File: config.mk
export PLATFORM = sky130hd
export DESIGN_NAME = uu_acmac_rx_buf_wr
export DESIGN_NICKNAME = d
export VERILOG_FILES = /design/src/rtl/uu_acmac_rx_buf_wr.sv
export SDC_FILE = /design/constraint.sdc
export NUM_CORES = 1
export LEC_CHECK = 0
export BUFFER_PORTS_ARGS = -buffer_cell sky130_fd_sc_hd__buf_2
export CORE_ASPECT_RATIO = 1.25
export CORE_MARGIN = 10
export CORE_UTILIZATION = 49
export CTS_CLUSTER_DIAMETER = 50
export DETAILED_ROUTE_END_ITERATION = 10
export GPL_TIMING_DRIVEN = 0
export PLACE_DENSITY = 0.78
export SETUP_SLACK_MARGIN = 0.2
export SKIP_LAST_GASP = 1
export SLEW_MARGIN = 10
export SYNTH_ARGS = -nofsm -noshare
export SYNTH_HDL_FRONTEND = slang
export SYNTH_SLANG_ARGS = --single-unit
File: constraint.sdc
create_clock -name clk -period 2.2 [get_ports clk]
set_clock_uncertainty 0.15 [all_clocks]
set_input_delay 0.33 -clock clk [delete_from_list [all_inputs] [get_ports clk]]
set_output_delay 0.33 -clock clk [all_outputs]
set_load 0.03 [all_outputs]
File: src/rtl/uu_acmac_rx_buf_wr.sv
// uu_acmac_rx_buf_wr
// Receive-side frame writer in front of the single-port RX frame memory.
// It writes each incoming frame from address 0, publishes a one-frame
// descriptor (length, error), and while that descriptor is pending it lends
// the memory port to the consumer's read side.
//
// Ports
//   clk, rst_n                    clock, asynchronous active-low reset
//   in_valid/sof/eof/err/data     decrypted byte stream (cannot be stalled)
//   frame_rdy/len/err             descriptor of the held frame
//   frame_ack                     consumer releases the buffer
//   rd_en, rd_addr, rd_data       consumer read port (honoured while frame_rdy)
//   drop_cnt                      saturating count of discarded frames
//   mem_rx_in_*                   registered memory port, write or read
//   mem_rx_out_data               memory read data
//
// state | meaning
// IDLE  | waiting for a start-of-frame byte
// RECV  | writing frame bytes, r_cnt = bytes written so far
// DROP  | oversize frame, discarding bytes until eof
// HOLD  | complete frame in memory, descriptor valid, consumer owns the port
module uu_acmac_rx_buf_wr #(
  parameter int MAX_LEN = 1536
) (
  input  logic        clk,
  input  logic        rst_n,
  input  logic        in_valid,
  input  logic        in_sof,
  input  logic        in_eof,
  input  logic        in_err,
  input  logic [7:0]  in_data,
  output logic        frame_rdy,
  output logic [11:0] frame_len,
  output logic        frame_err,
  input  logic        frame_ack,
  input  logic        rd_en,
  input  logic [11:0] rd_addr,
  output logic [7:0]  rd_data,
  output logic [7:0]  drop_cnt,
  output logic        mem_rx_in_en,
  output logic        mem_rx_in_wen,
  output logic [11:0] mem_rx_in_addr,
  output logic [7:0]  mem_rx_in_data,
  input  logic [7:0]  mem_rx_out_data
);

  typedef enum logic [1:0] {S_IDLE, S_RECV, S_DROP, S_HOLD} state_t;

  localparam logic [11:0] L_MAX = 12'(MAX_LEN);

  state_t      r_state;
  logic [11:0] r_cnt;
  logic [11:0] r_len;
  logic        r_err;
  logic [7:0]  r_drop;
  logic        r_mem_en;
  logic        r_mem_wen;
  logic [11:0] r_mem_addr;
  logic [7:0]  r_mem_data;
  logic        r_rd_vld;

  state_t      w_nxt;
  logic [11:0] w_cnt_nxt;
  logic [11:0] w_len_nxt;
  logic        w_err_nxt;
  logic        w_drop;
  logic        w_start;
  logic        w_wr;
  logic [11:0] w_wr_addr;
  logic        w_hold_rd;

  always_comb begin
    w_nxt     = r_state;
    w_cnt_nxt = r_cnt;
    w_len_nxt = r_len;
    w_err_nxt = r_err;
    w_drop    = 1'b0;
    w_start   = 1'b0;
    w_wr      = 1'b0;
    w_wr_addr = '0;
    case (r_state)
      S_IDLE: begin
        if (in_valid && in_sof) w_start = 1'b1;
      end
      S_RECV: begin
        if (in_valid) begin
          if (in_sof) begin
            // new sof aborts the partial frame and restarts at address 0
            w_drop  = 1'b1;
            w_start = 1'b1;
          end else if (r_cnt < L_MAX) begin
            w_wr      = 1'b1;
            w_wr_addr = r_cnt;
            w_cnt_nxt = r_cnt + 12'd1;
            if (in_eof) begin
              w_nxt     = S_HOLD;
              w_len_nxt = r_cnt + 12'd1;
              w_err_nxt = in_err;
            end
          end else begin
            // buffer already full: this byte makes the frame oversize
            w_drop = 1'b1;
            w_nxt  = in_eof ? S_IDLE : S_DROP;
          end
        end
      end
      S_DROP: begin
        if (in_valid && in_sof)      w_start = 1'b1;
        else if (in_valid && in_eof) w_nxt   = S_IDLE;
      end
      S_HOLD: begin
        if (in_valid && in_sof) w_drop = 1'b1;
        if (frame_ack)          w_nxt  = S_IDLE;
      end
      default: w_nxt = S_IDLE;
    endcase

    if (w_start) begin
      w_wr      = 1'b1;
      w_wr_addr = '0;
      w_cnt_nxt = 12'd1;
      if (in_eof) begin
        w_nxt     = S_HOLD;
        w_len_nxt = 12'd1;
        w_err_nxt = in_err;
      end else begin
        w_nxt = S_RECV;
      end
    end
  end

  // The ack cycle already hands the port back to the writer so a read cannot
  // collide with a write from a sof accepted right after IDLE re-entry.
  assign w_hold_rd = (r_state == S_HOLD) && !frame_ack;

  always_ff @(posedge clk or negedge rst_n) begin
    if (!rst_n) begin
      r_state    <= S_IDLE;
      r_cnt      <= '0;
      r_len      <= '0;
      r_err      <= 1'b0;
      r_drop     <= '0;
      r_mem_en   <= 1'b0;
      r_mem_wen  <= 1'b0;
      r_mem_addr <= '0;
      r_mem_data <= '0;
      r_rd_vld   <= 1'b0;
    end else begin
      r_state <= w_nxt;
      r_cnt   <= w_cnt_nxt;
      r_len   <= w_len_nxt;
      r_err   <= w_err_nxt;
      if (w_drop && (r_drop != 8'hFF)) r_drop <= r_drop + 8'd1;
      if (w_hold_rd) begin
        r_mem_en   <= rd_en;
        r_mem_wen  <= 1'b0;
        r_mem_addr <= rd_addr;
        r_mem_data <= '0;
      end else begin
        r_mem_en   <= w_wr;
        r_mem_wen  <= w_wr;
        r_mem_addr <= w_wr_addr;
        r_mem_data <= w_wr ? in_data : 8'h00;
      end
      // memory data is valid the cycle after a read reaches the memory
      r_rd_vld <= r_mem_en && !r_mem_wen;
    end
  end

  assign frame_rdy       = (r_state == S_HOLD);
  assign frame_len       = r_len;
  assign frame_err       = r_err;
  assign drop_cnt        = r_drop;
  assign mem_rx_in_en    = r_mem_en;
  assign mem_rx_in_wen   = r_mem_wen;
  assign mem_rx_in_addr  = r_mem_addr;
  assign mem_rx_in_data  = r_mem_data;
  assign rd_data         = r_rd_vld ? mem_rx_out_data : 8'h00;

endmodule

==> flow_summary.yaml <==
pwr:
  vdd_drop_max_mv: 0.8558
  power_uw: 4189
  power.leakage_uw: 0.001805
  cellPowerDensity_nw_per_um2: 1187
placed_design:
  dp_hpwl_um: 5159
  portBuffers: 86
  place_congestion: 0.8391
  place_ws_ps: 17.40
  postPlaceCellArea_um2: 3167
finish:
  ff_latch_area_um2: 1455
  final_layout_size_suffix_gt1_frac: 0.3590
  multi_input_area_um2: 1182
  final_cell_area_um2: 3530
  syn_to_final_growth_pct: 34.01
  diodes: 0
  fill_cells: 414
  nNetsFinal: 414
grt:
  grt_first_pass_wirelength_um: 11040
  grt.busiest_layer: "met2"
  antenna_found_initial: 0
  gr-usage-met2: 0.2610
  first_global_vias: 2327
  grt_usage: 0.1562
  grt_max_degree: 31
  grt_overflow: 0
  grt_use_met1: 0.1756
  met3_usage: 0.05812
timing:
  max_slew_margin: 0.5473
  tightest_slew_ps: 679.0
  rsz0062_at_grt: "yes"
  period_share: 0.9198
  setup_ws_ps: 176.5
  layout_min_cycle_time_ps: 2023
  tns_ps: 0
  hold_viol_final: 0
  fmax_mhz: 494.2
  drv_slew: 0
  setup_violations: 0
die:
  start_util: 0.5112
  fp.dieW_um: 85.58
  num_rows: 29
  die_y_um: 102.0
  io_pins: 88
  core_um2: 5152
  die_area_um2: 8726
critical_path:
  worstPathCellList: "inv_4 > ha_4 > nand2_1 > or2_1 > buf_2 > buf_6 > a22oi_1 > o22ai_1"
  slowest_stage: "dfrtp_2"
  crit_path_start: "r_state[1]"
  crit_required_ps: 2240
  rr_worst_depth: 8
  path_class: "reg -> reg"
  worst_setup_path_start_kind: "flop"
  critPathArrivalTime_ps: 2070
  timing.rr.start: "r_state[1]"
  cpPeakStageDelay_ps: 450
  worstPathMaxFanout: 10
  end_kind: "flop"
yosys:
  synthTopCellsByArea: "dfrtp_1, nand2_1, and2_1"
  synth_nets: 306
  syn_area_per_cell_um2: 9.976
  ys_ff_latch: 58
  synth_top_area_frac: 0.5511
  syn_area_um2: 2634
  synth_cell_type_count: 41
  synth_flop_cell: "dfrtp_1"
  yosys_warnings: 0
  synth.largest_area_cell: "dfrtp_1"
  async_flop_share: 1.000
  synth-edff-count: 0
  synthCells: 264
  yosysSeqAreaShare: 0.5511
clock_network:
  cts.sinks: 58
  cts_buffers: 9
  cts.htree.levels: 3
  path_clk_slew_ps: 70
  tritoncts: "built"
  clk_path_buf_depth: 2
  clockRootBuffer: "clkbuf_8"
  clk_latency_ps: 330
run_status:
  status: "finished clean"
routing:
  drt_iter0_markers: 151
  num_vias: 2293
  drc: 0
  post_drt_wl_per_cell_um: 16.33
  wirelength_um: 7152
  first_pass_iters: 4
  viasPerCell: 5.235
  ant_nets: 0
hold_path:
  hp-start: "rd_en"
  hold_path_class: "in -> reg"
  whs_path_depth: 2
flow_run:
  drv_cap: 0
==> worst max-delay path, delay by kind of cell, from the launching register on <==
kind | cells | cell delay (ps)
AND/OR/NAND/NOR | 2 | 420
AO/OA/AOI/OAI | 2 | 270
buffers and inverters | 3 | 420
adder cells (fa/ha/maj) | 1 | 180
flip-flops | 1 | 450
==> through the flow <==
step	utilization	cells	hold slack, ps
after floorplan	-	264	-115.6
after global placement	0.6107	412	257.0
after detailed placement	0.6146	413	254.8
after CTS	0.6586	429	44.66
after global routing	0.6850	438	36.58
final	0.6850	438	51.55
==> synthesized netlist by cell type, types with 4 or more instances <==
library cell and n:
a21oi_1 5, nand3_1 12, o21ai_1 28, and2_1 23, nand2b_1 4, buf_2 5, inv_1 8, nor3_1 5
ha_1 6, dfrtp_1 58, xor2_1 8, clkbuf_1 4, nand2_1 43, xnor2_1 6, nor2_1 10
==> final timing paths <==
kind	to	slack [ps]
worst max register to register	frame_len[2]	180
worst max-delay path	frame_len[2]	180
min in group asynchronous	frame_len[1]	430
worst min register to register	r_rd_vld	280
max in group asynchronous	r_state[0]	870
worst min-delay path	mem_rx_in_en	50
==> flip-flops by register name, indices dropped and copies added, names as in the netlist <==
| register | count |
|---|---|
| frame_len | 12 |
| r_state | 2 |
| mem_rx_in_en | 1 |
| r_rd_vld | 1 |
| mem_rx_in_addr | 12 |
| drop_cnt | 8 |
| mem_rx_in_wen | 1 |
| frame_err | 1 |
| mem_rx_in_data | 8 |
| r_cnt | 12 |
==> power by group <==
part	internal, uW	switching (uW)
clock	545	399
combinational	700	1110
sequential	1270	163
total	2520	1670
==> routing by layer <==
layer | share of wire | vias up
met5 | 0 | -
met4 | 0.013 | 0
met3 | 0.069 | 10
met2 | 0.52 | 83
met1 | 0.40 | 1097
li1 | - | 1103
==> logic make-up after synthesis <==
kind of cell | count (synthesis) | synth area share
compound gates | 49 | 0.1107
xor+xnor | 14 | 0.04656
fa+ha+maj | 6 | 0.02850
buf+inv | 19 | 0.03230
flops | 58 | 0.5511
mux | 4 | 0.01663
simple gates | 114 | 0.2143
==> cell usage in the layout (no fill, tap or decap), types with 3 or more instances in the layout <==
master | Yosys | routed
a21oi_1 | 5 | 5
and2_1 | 23 | 23
and3_1 | 3 | 3
buf_2 | 5 | 90
buf_4 | 0 | 9
clkbuf_1 | 4 | 4
clkbuf_8 | 0 | 10
dfrtp_1 | 58 | 55
dfrtp_2 | 0 | 3
ha_4 | 0 | 3
inv_1 | 8 | 6
nand2_1 | 43 | 42
nand2b_1 | 4 | 4
nand3_1 | 12 | 12
nor2_1 | 10 | 10
nor2b_1 | 3 | 3
nor3_1 | 5 | 4
o21ai_1 | 28 | 27
o31ai_1 | 3 | 3
xnor2_1 | 6 | 6
xor2_1 | 8 | 8
==> area by class of cell <==
type | instances | area share
flip-flops and latches | 58 | 0.4123
multi-input cells | 187 | 0.3350
repair buffers | 97 | 0.1496
clock buffers | 12 | 0.04112
well taps | 62 | 0.02198
plain buffers | 11 | 0.01879
clock inverters | 3 | 0.01134
inverters | 8 | 0.009926
==> timing repair <==
action / in CTS / in global routing
hold endpoints to repair: 29 / 0
setup buffers: 0 / 9
endpoints found under the setup margin: 32 / 39
resized for setup: 6 / 23
pin swaps: 0 / 3
hold buffers: 1 / 0
Note: power is estimated with default switching activity, not from simulation.
